<file path="src/rtl/pc_sequencer_pkg.sv">
// Shared constants for the PC sequencer: branch condition codes and FSM state encodings.
// Imported by the interface, the condition evaluator and the top level.
// Condition codes are 8-bit values; wider datapaths compare against them zero-extended.
package pc_sequencer_pkg;

  localparam logic [7:0] BR_SMALLER  = 8'h01;  // op0 <  op1
  localparam logic [7:0] BR_EQUAL    = 8'h02;  // op0 == op1
  localparam logic [7:0] BR_LARGER   = 8'h03;  // op0 >  op1
  localparam logic [7:0] BR_NSMALLER = 8'h04;  // !(op0 < op1)
  localparam logic [7:0] BR_NEQUAL   = 8'h05;  // op0 != op1
  localparam logic [7:0] BR_NLARGER  = 8'h06;  // !(op0 > op1)

  typedef enum logic [2:0] {
    SEQ_IDLE   = 3'd0,
    SEQ_FETCH  = 3'd1,
    SEQ_EXEC   = 3'd2,
    SEQ_BRANCH = 3'd3,
    SEQ_HALT   = 3'd4
  } seq_state_t;

endpackage

</file>
<file path="src/rtl/pc_sequencer_if.sv">
// Fetch handshake and execute-completion bus between the sequencer and the memory/execute side.
// Ports: o_fetch_req/o_fetch_addr out of the sequencer, i_fetch_ack back; i_exec_valid with its
// qualifiers (i_is_branch, i_halt, i_br_cond, i_br_target, i_operand0, i_operand1) into the sequencer.
interface pc_sequencer_if #(
  parameter int DATA_WIDTH = 8
);
  logic                  o_fetch_req;
  logic [DATA_WIDTH-1:0] o_fetch_addr;
  logic                  i_fetch_ack;
  logic                  i_exec_valid;
  logic                  i_is_branch;
  logic                  i_halt;
  logic [DATA_WIDTH-1:0] i_br_cond;
  logic [DATA_WIDTH-1:0] i_br_target;
  logic [DATA_WIDTH-1:0] i_operand0;
  logic [DATA_WIDTH-1:0] i_operand1;

  // Sequencer side
  modport master (
    output o_fetch_req, o_fetch_addr,
    input  i_fetch_ack, i_exec_valid, i_is_branch, i_halt,
    input  i_br_cond, i_br_target, i_operand0, i_operand1
  );

  // Memory / execute side
  modport slave (
    input  o_fetch_req, o_fetch_addr,
    output i_fetch_ack, i_exec_valid, i_is_branch, i_halt,
    output i_br_cond, i_br_target, i_operand0, i_operand1
  );
endinterface

</file>
<file path="src/rtl/pc_sequencer_branch_cond_eval.sv">
// Combinational branch condition evaluator; unsigned compare of op0 against op1.
// Ports: cond (condition code), op0, op1 in; taken out. Unknown codes are never taken.
// No state, zero latency.
module branch_cond_eval
  import pc_sequencer_pkg::*;
#(
  parameter int DATA_WIDTH = 8
) (
  input  logic [DATA_WIDTH-1:0] cond,
  input  logic [DATA_WIDTH-1:0] op0,
  input  logic [DATA_WIDTH-1:0] op1,
  output logic                  taken
);

  logic lt, eq, gt;

  always_comb begin
    lt    = (op0 < op1);
    eq    = (op0 == op1);
    gt    = (op0 > op1);
    taken = 1'b0;
    case (cond)
      DATA_WIDTH'(BR_SMALLER):  taken = lt;
      DATA_WIDTH'(BR_EQUAL):    taken = eq;
      DATA_WIDTH'(BR_LARGER):   taken = gt;
      DATA_WIDTH'(BR_NSMALLER): taken = !lt;
      DATA_WIDTH'(BR_NEQUAL):   taken = !eq;
      DATA_WIDTH'(BR_NLARGER):  taken = !gt;
      default:                  taken = 1'b0;
    endcase
  end

endmodule

</file>
<file path="src/rtl/pc_sequencer.sv">
// Program counter sequencer: IDLE -> FETCH (req/ack) -> EXEC -> FETCH / BRANCH / HALT.
// Ports: clk, rst, i_start, i_boot_addr, bus (fetch handshake + execute results), o_pc,
// o_branch_taken/o_flush pulses, o_busy, o_halted; o_taken_cnt only when PC_SEQ_PERF_EN is defined.
module pc_sequencer
  import pc_sequencer_pkg::*;
#(
  parameter int DATA_WIDTH = 8,
  parameter int PC_STEP    = 1
) (
  input  logic                  clk,
  input  logic                  rst,
  input  logic                  i_start,
  input  logic [DATA_WIDTH-1:0] i_boot_addr,
  pc_sequencer_if.master        bus,
  output logic [DATA_WIDTH-1:0] o_pc,
  output logic                  o_branch_taken,
  output logic                  o_flush,
  output logic                  o_busy,
  output logic                  o_halted
`ifdef PC_SEQ_PERF_EN
  ,
  output logic [15:0]           o_taken_cnt
`endif
);

  seq_state_t            state, state_nxt;
  logic [DATA_WIDTH-1:0] pc, pc_nxt;
  logic [DATA_WIDTH-1:0] br_cond_q, br_target_q, op0_q, op1_q;
  logic                  ld_br;
  logic                  br_taken;
  logic                  start_acc;

  // Evaluated on the operands captured at EXEC completion, so the compare
  // gets a full cycle of its own in BRANCH.
  branch_cond_eval #(.DATA_WIDTH(DATA_WIDTH)) u_cond (
    .cond  (br_cond_q),
    .op0   (op0_q),
    .op1   (op1_q),
    .taken (br_taken)
  );

  always_ff @(posedge clk or posedge rst) begin
    if (rst) begin
      state       <= SEQ_IDLE;
      pc          <= '0;
      br_cond_q   <= '0;
      br_target_q <= '0;
      op0_q       <= '0;
      op1_q       <= '0;
    end else begin
      state <= state_nxt;
      pc    <= pc_nxt;
      if (ld_br) begin
        br_cond_q   <= bus.i_br_cond;
        br_target_q <= bus.i_br_target;
        op0_q       <= bus.i_operand0;
        op1_q       <= bus.i_operand1;
      end
    end
  end

  always_comb begin
    state_nxt      = state;
    pc_nxt         = pc;
    ld_br          = 1'b0;
    start_acc      = 1'b0;
    o_pc           = pc;
    o_branch_taken = 1'b0;
    o_flush        = 1'b0;
    o_busy         = 1'b0;
    o_halted       = 1'b0;
    case (state)
      SEQ_IDLE, SEQ_HALT: begin
        o_halted = (state == SEQ_HALT);
        if (i_start) begin
          start_acc = 1'b1;
          state_nxt = SEQ_FETCH;
          pc_nxt    = i_boot_addr;
        end
      end
      SEQ_FETCH: begin
        o_busy = 1'b1;
        if (bus.i_fetch_ack) state_nxt = SEQ_EXEC;
      end
      SEQ_EXEC: begin
        o_busy = 1'b1;
        if (bus.i_exec_valid) begin
          // HALT wins over a simultaneous branch flag; PC holds.
          if (bus.i_halt) begin
            state_nxt = SEQ_HALT;
          end else if (bus.i_is_branch) begin
            state_nxt = SEQ_BRANCH;
            ld_br     = 1'b1;
          end else begin
            state_nxt = SEQ_FETCH;
            pc_nxt    = pc + DATA_WIDTH'(PC_STEP);
          end
        end
      end
      SEQ_BRANCH: begin
        o_busy         = 1'b1;
        state_nxt      = SEQ_FETCH;
        o_branch_taken = br_taken;
        o_flush        = br_taken;
        pc_nxt         = br_taken ? br_target_q : pc + DATA_WIDTH'(PC_STEP);
      end
      default: state_nxt = SEQ_IDLE;
    endcase
  end

  // Request is a pure decode of the state register, so reset drops it asynchronously.
  assign bus.o_fetch_req  = (state == SEQ_FETCH);
  assign bus.o_fetch_addr = pc;

`ifdef PC_SEQ_PERF_EN
  logic [15:0] taken_cnt;

  always_ff @(posedge clk or posedge rst) begin
    if (rst) begin
      taken_cnt <= '0;
    end else if (start_acc) begin
      taken_cnt <= '0;
    end else if (o_branch_taken && (taken_cnt != 16'hFFFF)) begin
      taken_cnt <= taken_cnt + 16'd1;
    end
  end

  assign o_taken_cnt = taken_cnt;
`endif

endmodule

</file>
<file path="src/flat_wrapper.sv">
// flat-port wrapper written by rule: the top's interface ports become plain ports
module pc_sequencer_flat import pc_sequencer_pkg::*;
#(
  parameter int DATA_WIDTH = 8,
  parameter int PC_STEP    = 1
)
  (clk, rst, i_start, i_boot_addr, o_pc, o_branch_taken, o_flush, o_busy, o_halted, bus_o_fetch_req, bus_o_fetch_addr, bus_i_fetch_ack, bus_i_exec_valid, bus_i_is_branch, bus_i_halt, bus_i_br_cond, bus_i_br_target, bus_i_operand0, bus_i_operand1);
  pc_sequencer_if #(.DATA_WIDTH(DATA_WIDTH)) bus_i ();
  input  logic clk;
  input  logic rst;
  input  logic i_start;
  input  logic [DATA_WIDTH-1:0] i_boot_addr;
  output logic [DATA_WIDTH-1:0] o_pc;
  output logic o_branch_taken;
  output logic o_flush;
  output logic o_busy;
  output logic o_halted;
  output wire logic [$bits(bus_i.o_fetch_req)-1:0] bus_o_fetch_req;
  output wire logic [$bits(bus_i.o_fetch_addr)-1:0] bus_o_fetch_addr;
  input wire logic [$bits(bus_i.i_fetch_ack)-1:0] bus_i_fetch_ack;
  input wire logic [$bits(bus_i.i_exec_valid)-1:0] bus_i_exec_valid;
  input wire logic [$bits(bus_i.i_is_branch)-1:0] bus_i_is_branch;
  input wire logic [$bits(bus_i.i_halt)-1:0] bus_i_halt;
  input wire logic [$bits(bus_i.i_br_cond)-1:0] bus_i_br_cond;
  input wire logic [$bits(bus_i.i_br_target)-1:0] bus_i_br_target;
  input wire logic [$bits(bus_i.i_operand0)-1:0] bus_i_operand0;
  input wire logic [$bits(bus_i.i_operand1)-1:0] bus_i_operand1;
  assign bus_o_fetch_req = bus_i.o_fetch_req;
  assign bus_o_fetch_addr = bus_i.o_fetch_addr;
  assign bus_i.i_fetch_ack = bus_i_fetch_ack;
  assign bus_i.i_exec_valid = bus_i_exec_valid;
  assign bus_i.i_is_branch = bus_i_is_branch;
  assign bus_i.i_halt = bus_i_halt;
  assign bus_i.i_br_cond = bus_i_br_cond;
  assign bus_i.i_br_target = bus_i_br_target;
  assign bus_i.i_operand0 = bus_i_operand0;
  assign bus_i.i_operand1 = bus_i_operand1;
  pc_sequencer #(.DATA_WIDTH(DATA_WIDTH), .PC_STEP(PC_STEP)) u_core (.clk(clk), .rst(rst), .i_start(i_start), .i_boot_addr(i_boot_addr), .bus(bus_i), .o_pc(o_pc), .o_branch_taken(o_branch_taken), .o_flush(o_flush), .o_busy(o_busy), .o_halted(o_halted));
endmodule
</file>
<file path="config.mk">
export PLATFORM = sky130hd
export DESIGN_NAME = pc_sequencer_flat
export DESIGN_NICKNAME = d
export VERILOG_FILES = /design/src/rtl/pc_sequencer_pkg.sv /design/src/rtl/pc_sequencer_if.sv /design/src/rtl/pc_sequencer_branch_cond_eval.sv /design/src/rtl/pc_sequencer.sv /design/src/flat_wrapper.sv
export SDC_FILE = /design/constraint.sdc
export NUM_CORES = 1
export LEC_CHECK = 0
export BUFFER_PORTS_ARGS = -buffer_cell sky130_fd_sc_hd__buf_2
export CAP_MARGIN = 20
export CORE_UTILIZATION = 59
export CTS_BUF_LIST = sky130_fd_sc_hd__clkbuf_8
export DETAILED_ROUTE_END_ITERATION = 10
export PLACE_DENSITY_LB_ADDON = 0.25
export SETUP_SLACK_MARGIN = 0.4
export SYNTH_ARGS = -nofsm -noshare
export SYNTH_HDL_FRONTEND = slang
export SYNTH_SLANG_ARGS = --single-unit
export TNS_END_PERCENT = 1
</file>
<file path="constraint.sdc">
create_clock -name clk -period 5.3 [get_ports clk]
set_input_delay 1.06 -clock clk [delete_from_list [all_inputs] [get_ports clk]]
set_output_delay 1.06 -clock clk [all_outputs]
set_load 0.05 [all_outputs]
</file>
==> impl_metrics.py, run 1 <==
metrics = {
    "sta": {
        "grt_setup_unrepaired": "no",
        "clock_skew_ns": 0.00477,
        "final.period_utilization": 0.698,
        "timing.final.hold_violations": 0,
        "slew_limit_headroom": 0.642,
        "tightest_slew_ns": 0.537,
        "finalSetupTns_ns": 0,
        "setup_violations": 0,
        "final_max_slew_violation_count": 0,
        "layout_min_cycle_time_ns": 3.70,
        "final.hold.worst_slack_ns": 0.513,
        "max_freq_mhz": 270,
    },
    "synthesis": {
        "yosys_most_used_dff": "dfrtp_1",
        "postSynthCellCount": 255,
        "synth.cell_area_sq_mm": 0.00254,
        "mean_cell_area_of_the_mapped_netlist_sq_um": 9.98,
        "yosys_warnings": 0,
        "postSynthRegisterBits": 43,
        "yosys.cell_types.count": 47,
        "postSynthNetCount": 311,
        "ys_seq_area_frac": 0.423,
        "synth-edff-count": 0,
        "postSynth.asyncResetShare": 1.00,
    },
    "route": {
        "detail_route.vias_per_cell": 5.69,
        "totalWireLength_um": 5350,
        "drc_violation_count_after_routing": 0,
        "drt_iter0_markers": 113,
        "detail_route.first_pass.iterations": 4,
        "final_antenna_net_count": 0,
        "wl_per_cell_um": 14.8,
        "detailroute.via_count": 2059,
    },
    "worst_setup_path": {
        "critical_path_stages": 8,
        "cp_slowest_cell": "a211oi_1",
        "timing.critical_path.to_type": "primary output",
        "cp.arrival_ns": 2.64,
        "timing.critical_path.mode_cell": "a211oi_1",
        "crit_family": "compound AO/OA/AOI/OAI gates",
        "critical_path.max_stage_delay_ns": 0.43,
        "crit_required_ns": 4.24,
        "worst_setup_path_start_kind": "flop",
        "critPathKind": "reg -> out",
        "path_cells": "inv_1 > ha_1 > a211oi_1 > a21o_1 > a211oi_1 > o211a_1 > nor2_1 > buf_2",
        "r2r_depth": 8,
        "critical_path.max_fanout": 7,
        "path_buf_inv": 2,
    },
    "clock_network": {
        "htreeDepth": 2,
        "post_cts_resize_count": 0,
        "post-cts-setup-buffers": 0,
        "post_cts_hold_buffer_count": 0,
        "tritoncts.num_buffers": 5,
        "tritoncts": "done",
        "clk_path_buf_depth": 2,
        "clkSlewWorstSetupHoldPaths_ns": 0.08,
        "cts_root_buf": "clkbuf_8",
        "clk_latency_ns": 0.30,
        "cts_sinks": 43,
    },
    "power_and_ir_drop": {
        "power_density_mw_per_mm2": 655,
        "power_leakage_nw": 1.44,
        "max-vdd-ir-drop_v": 0.000266,
        "total_power_mw": 1.93,
    },
    "grt": {
        "antenna_found_initial": 0,
        "maximum_number_of_pins_on_one_net_before_global_route_repair": 44,
        "gr-usage-met1": 0.306,
        "global_route.usage.met3": 0.0456,
        "busiest_layer": "met2",
        "grt_pass1_wl_um": 8660,
        "use_met2": 0.453,
        "first_global_vias": 1927,
        "global_route.usage.total": 0.255,
        "gr-total-overflow": 0,
    },
    "cells_and_area": {
        "area_growth_syn_to_layout_pct": 16.0,
        "drive_gt1_frac": 0.343,
        "insertedDiodeCount": 0,
        "fillerInstances": 310,
        "most_common_library_cell_in_the_layout_ignoring_fill_and_taps": "buf_2",
        "final_nets": 367,
        "post_layout_instance_count_excluding_filler_cells": 362,
        "utilization": 0.727,
        "multi_input_comb_area_sq_mm": 0.00129,
        "commonest_cells_after_routing_fill_and_taps_aside": "buf_2, dfrtp_1, mux2_2",
        "area.sequential_sq_mm": 0.00108,
    },
    "placement": {
        "hpwl_um": 3800,
        "finalWeightedCongestion": 0.899,
        "numPlacedInstances": 354,
        "place.port_buffers": 67,
    },
    "flow_run": {
        "drv.max_cap_violation_count": 0,
    },
    "floorplan": {
        "boundaryPins": 68,
        "initial_utilization": 0.627,
        "die_y_um": 67.7,
        "die_width_um": 67.7,
        "core_area_sq_mm": 0.00406,
        "num_rows": 23,
        "fp.dieArea_sq_mm": 0.00458,
    },
    "hold_path": {
        "worstHoldPathType": "reg -> reg",
        "worstHoldPathCells": 1,
    },
    "status": {
        "run_status": "finished, final reports clean",
    },
}
## power breakdown
group          switching [mW]  internal [mW]
Sequential              0.148          0.489
Clock                   0.113          0.153
Combinational           0.653          0.378
Total                   0.914           1.02
## registers in the layout (all words and copies together) (netlist names)
register,flops
u_core.op0_q,8
u_core.op1_q,8
u_core.bus.o_fetch_addr,8
u_core.state,3
u_core.br_target_q,8
u_core.br_cond_q,8
## layer usage
| metal | vias to the layer above | wire (um) |
|---|---|---|
| met5 | - | 0 |
| met4 | 0 | 56 |
| met3 | 7 | 211 |
| met2 | 55 | 2730 |
| met1 | 978 | 2360 |
| li1 | 1019 | - |
## worst register-to-register path, cell delays in order (launching register included)
cell,delay (ns)
dfrtp_1,0.33
inv_1,0.05
ha_1,0.32
a211oi_1,0.43
a211oi_2,0.18
a2111oi_4,0.33
a31oi_2,0.13
and4_4,0.21
or3_1,0.33
## Yosys cell counts, types with 3 or more instances
cell type,instances,area (sq um)
nand2b_1,4,25.0
mux2_2,22,248
nor2_1,17,63.8
buf_4,9,67.6
and3_1,7,43.8
nor2b_1,4,25.0
nor3_1,6,30.0
inv_1,14,52.6
mux2i_1,5,50.1
xnor2_1,5,43.8
buf_2,4,20.0
o21ai_0,21,105
clkbuf_1,5,18.8
a21o_1,3,22.5
o211ai_1,5,37.5
a211oi_1,5,37.5
nand4_1,3,18.8
ha_1,9,113
nand2_1,19,71.3
a21oi_1,7,35.0
and2_1,3,18.8
dfrtp_1,43,1080
nor3b_1,4,30.0
## area by class of cell
class | count | area share
Multi-Input combinational cell | 178 | 0.438
Sequential cell | 43 | 0.365
Timing Repair Buffer | 69 | 0.119
Clock buffer | 6 | 0.0280
Tap cell | 50 | 0.0212
Inverter | 14 | 0.0178
Clock inverter | 2 | 0.0119
## logic make-up (layout without fill, tap and decap cells)
| family | count (synthesis) | count (layout) | share of synthesized area |
|---|---|---|---|
| buf+inv | 34 | 91 | 0.0689 |
| xor+xnor | 5 | 5 | 0.0172 |
| mux | 27 | 27 | 0.117 |
| simple gates | 79 | 79 | 0.169 |
| compound gates | 58 | 58 | 0.161 |
| fa+ha+maj | 9 | 9 | 0.0443 |
| flops | 43 | 43 | 0.423 |
## path summary, 6_finish.rpt
path / start / slack, ns / end
setup / recovery: u_core.op1_q[3] / 1.60 / o_branch_taken
hold / removal: u_core.br_target_q[4] / 0.51 / u_core.br_target_q[4]
setup reg to reg: u_core.op1_q[3] / 2.87 / u_core.bus.o_fetch_addr[7]
hold reg to reg: u_core.br_target_q[4] / 0.51 / u_core.br_target_q[4]
max in group asynchronous: rst / 4.04 / u_core.op1_q[7]
min in group asynchronous: rst / 0.89 / u_core.bus.o_fetch_addr[5]
## metrics by stage
stage	area (sq um)	setup WS, ns
after detailed placement	2830	1.99
after global routing	2950	1.43
final	2950	1.60
after CTS	2950	1.60
after global placement	2830	2.04
after floorplan	2540	1.49
Note: power is estimated with default switching activity, not from simulation.
==> run 2: changes to the inputs <==
--- a/config.mk
+++ b/config.mk
@@ -7,7 +7,7 @@
 export LEC_CHECK = 0
 export BUFFER_PORTS_ARGS = -buffer_cell sky130_fd_sc_hd__buf_2
 export CAP_MARGIN = 20
-export CORE_UTILIZATION = 59
+export CORE_UTILIZATION = 49
 export CTS_BUF_LIST = sky130_fd_sc_hd__clkbuf_8
 export DETAILED_ROUTE_END_ITERATION = 10
 export PLACE_DENSITY_LB_ADDON = 0.25
==> constraint.sdc (replaced) <==
create_clock -name clk -period 3.19 [get_ports clk]
set_input_delay 0.638 -clock clk [delete_from_list [all_inputs] [get_ports clk]]
set_output_delay 0.638 -clock clk [all_outputs]
set_load 0.05 [all_outputs]
==> impl_metrics.py, run 2 (synthesis gave the netlist of run 1 again) <==
metrics = {
    "status": {
        "run_status": "finished, final reports clean",
    },
    "floorplan": {
        "die_width_um": 74.1,
        "die_y_um": 74.1,
        "num_rows": 25,
        "fp.dieArea_sq_mm": 0.00548,
        "boundaryPins": 68,
        "initial_utilization": 0.525,
        "core_area_sq_mm": 0.00485,
    },
    "worst_setup_path": {
        "cp.arrival_ns": 2.28,
        "critPathKind": "reg -> out",
        "r2r_slack_ns": 0.56,
        "crit_family": "compound AO/OA/AOI/OAI gates",
        "timing.critical_path.to_type": "primary output",
        "critical_path.max_stage_delay_ns": 0.39,
        "crit_required_ns": 2.55,
        "r2r_depth": 10,
        "cp_slowest_cell": "dfrtp_1",
        "critical_path.max_fanout": 3,
        "critPathLaunch": "u_core.op1_q[1]",
        "crit-reg2reg-launch": "u_core.op0_q[5]",
        "path_cells": "inv_2 > ha_4 > nor2b_1 > o211ai_1 > a21o_1 > a211oi_2 > o211a_1 > nor2_4 > buf_6",
        "critical_path.reg2reg.endpoint": "u_core.bus.o_fetch_addr[7]",
        "path_buf_inv": 2,
        "worst_setup_path_start_kind": "flop",
    },
    "route": {
        "detail_route.vias_per_cell": 5.30,
        "drt_iter0_markers": 134,
        "totalWireLength_um": 5340,
        "detail_route.first_pass.iterations": 4,
        "final_antenna_net_count": 0,
        "detailroute.via_count": 2034,
        "wl_per_cell_um": 13.9,
        "drc_violation_count_after_routing": 0,
    },
    "clock_network": {
        "clkSlewWorstSetupHoldPaths_ns": 0.07,
        "tritoncts": "done",
        "cts_sinks": 43,
        "clk_path_buf_depth": 2,
        "htreeDepth": 2,
        "cts_root_buf": "clkbuf_8",
        "tritoncts.num_buffers": 5,
        "clk_latency_ns": 0.28,
    },
    "grt": {
        "global_route.usage.total": 0.220,
        "first_global_vias": 2030,
        "gr-total-overflow": 0,
        "antenna_found_initial": 0,
        "grt_pass1_wl_um": 9180,
        "maximum_number_of_pins_on_one_net_before_global_route_repair": 44,
    },
    "cells_and_area": {
        "most_common_library_cell_in_the_layout_ignoring_fill_and_taps": "buf_2",
        "insertedDiodeCount": 0,
        "drive_gt1_frac": 0.372,
        "area_growth_syn_to_layout_pct": 19.6,
        "final_nets": 374,
        "commonest_cells_after_routing_fill_and_taps_aside": "buf_2, dfrtp_1, mux2_2",
    },
    "sta": {
        "final.period_utilization": 0.914,
        "setup_violations": 0,
        "grt_setup_unrepaired": "yes",
        "timing.final.hold_violations": 0,
        "clock_skew_ns": 0.00438,
        "post-route-worst-setup-slack_ns": 0.275,
        "layout_min_cycle_time_ns": 2.92,
        "finalSetupTns_ns": 0,
        "final_max_slew_violation_count": 0,
        "slew_limit_headroom": 0.649,
        "tightest_slew_ns": 0.527,
        "max_freq_mhz": 343,
    },
    "placement": {
        "hpwl_um": 3890,
        "place.port_buffers": 67,
        "preCtsSetupSlack_ns": 0.427,
        "finalWeightedCongestion": 0.919,
    },
    "flow_run": {
        "drv.max_cap_violation_count": 0,
    },
    "power_and_ir_drop": {
        "power_density_mw_per_mm2": 1040,
        "max-vdd-ir-drop_v": 0.000419,
        "power_leakage_nw": 1.46,
    },
    "hold_path": {
        "worstHoldPathType": "in -> async",
    },
}
[run 2: cell types whose count changed in the layout (fill, tap and decap cells not counted), moves of 2 or more]
cell      before  now
nor2_1        17   15
buf_2         67   65
a211oi_4       0    2
a211oi_1       5    3
buf_4          2    9
buf_6          0    2
[run 2: worst reg2reg max path, delay by kind of cell, from the launching register on]
kind                     cells  cell delay [ns]
AO/OA/AOI/OAI                3             0.65
adder cells (fa/ha/maj)      1             0.33
buffers and inverters        2             0.29
flip-flops                   1             0.38
AND/OR/NAND/NOR              4             0.87
[run 2: routing by layer]
metal  share of wire  track usage  up-vias
li1                -            -     1027
met1            0.43        0.272      949
met2            0.52        0.382       52
met3           0.041       0.0461        6
met4          0.0081       0.0705        0
met5               0            0        -
[run 2: final cells by class]
class | instances | area, sq um
inverter | 14 | 52.6
tap | 67 | 83.8
clock buffer | 5 | 68.8
timing repair buffer | 76 | 415
clock inverter | 1 | 3.75
multi-input combinational | 178 | 1340
sequential | 43 | 1080
fill | 427 | 1810
[run 2: report_power, final]
group	switching [mW]	internal [mW]
clock	0.163	0.143
sequential	0.251	0.813
combinational	1.11	0.696
[run 2: stage by stage]
step	instance area [sq um]	instances	power [mW]	hold slack (ns)	utilization
CTS	3020	383	3.15	0.491	0.622
global placement	2880	372	2.74	0.490	0.593
detailed placement	2880	372	2.78	0.498	0.593
global route	3040	384	3.46	0.513	0.628
floorplan	2560	255	2.48	0.480	-
finish	3040	384	3.18	0.475	0.628
[run 2: worst max path at each step]
| stage | endpoint | slack [ns] | cells past startpoint |
|---|---|---|---|
| 2_1_floorplan | o_flush | 0.35 | 9 |
| 3_3_place_gp | o_branch_taken | 0.50 | 8 |
| 3_5_place_dp | o_flush | 0.43 | 9 |
| 4_1_cts | o_flush | 0.33 | 9 |
| 5_1_grt | o_branch_taken | 0.20 | 9 |
| 6_report | o_branch_taken | 0.27 | 9 |
[run 2: what timing repair did]
action                                  4_1_cts  5_1_grt
setup buffers                                 5        1
hold buffers                                  0        0
pin swaps                                     7        3
resized for setup                             8        3
endpoints found under the setup margin        2        2
cloned                                        0        0
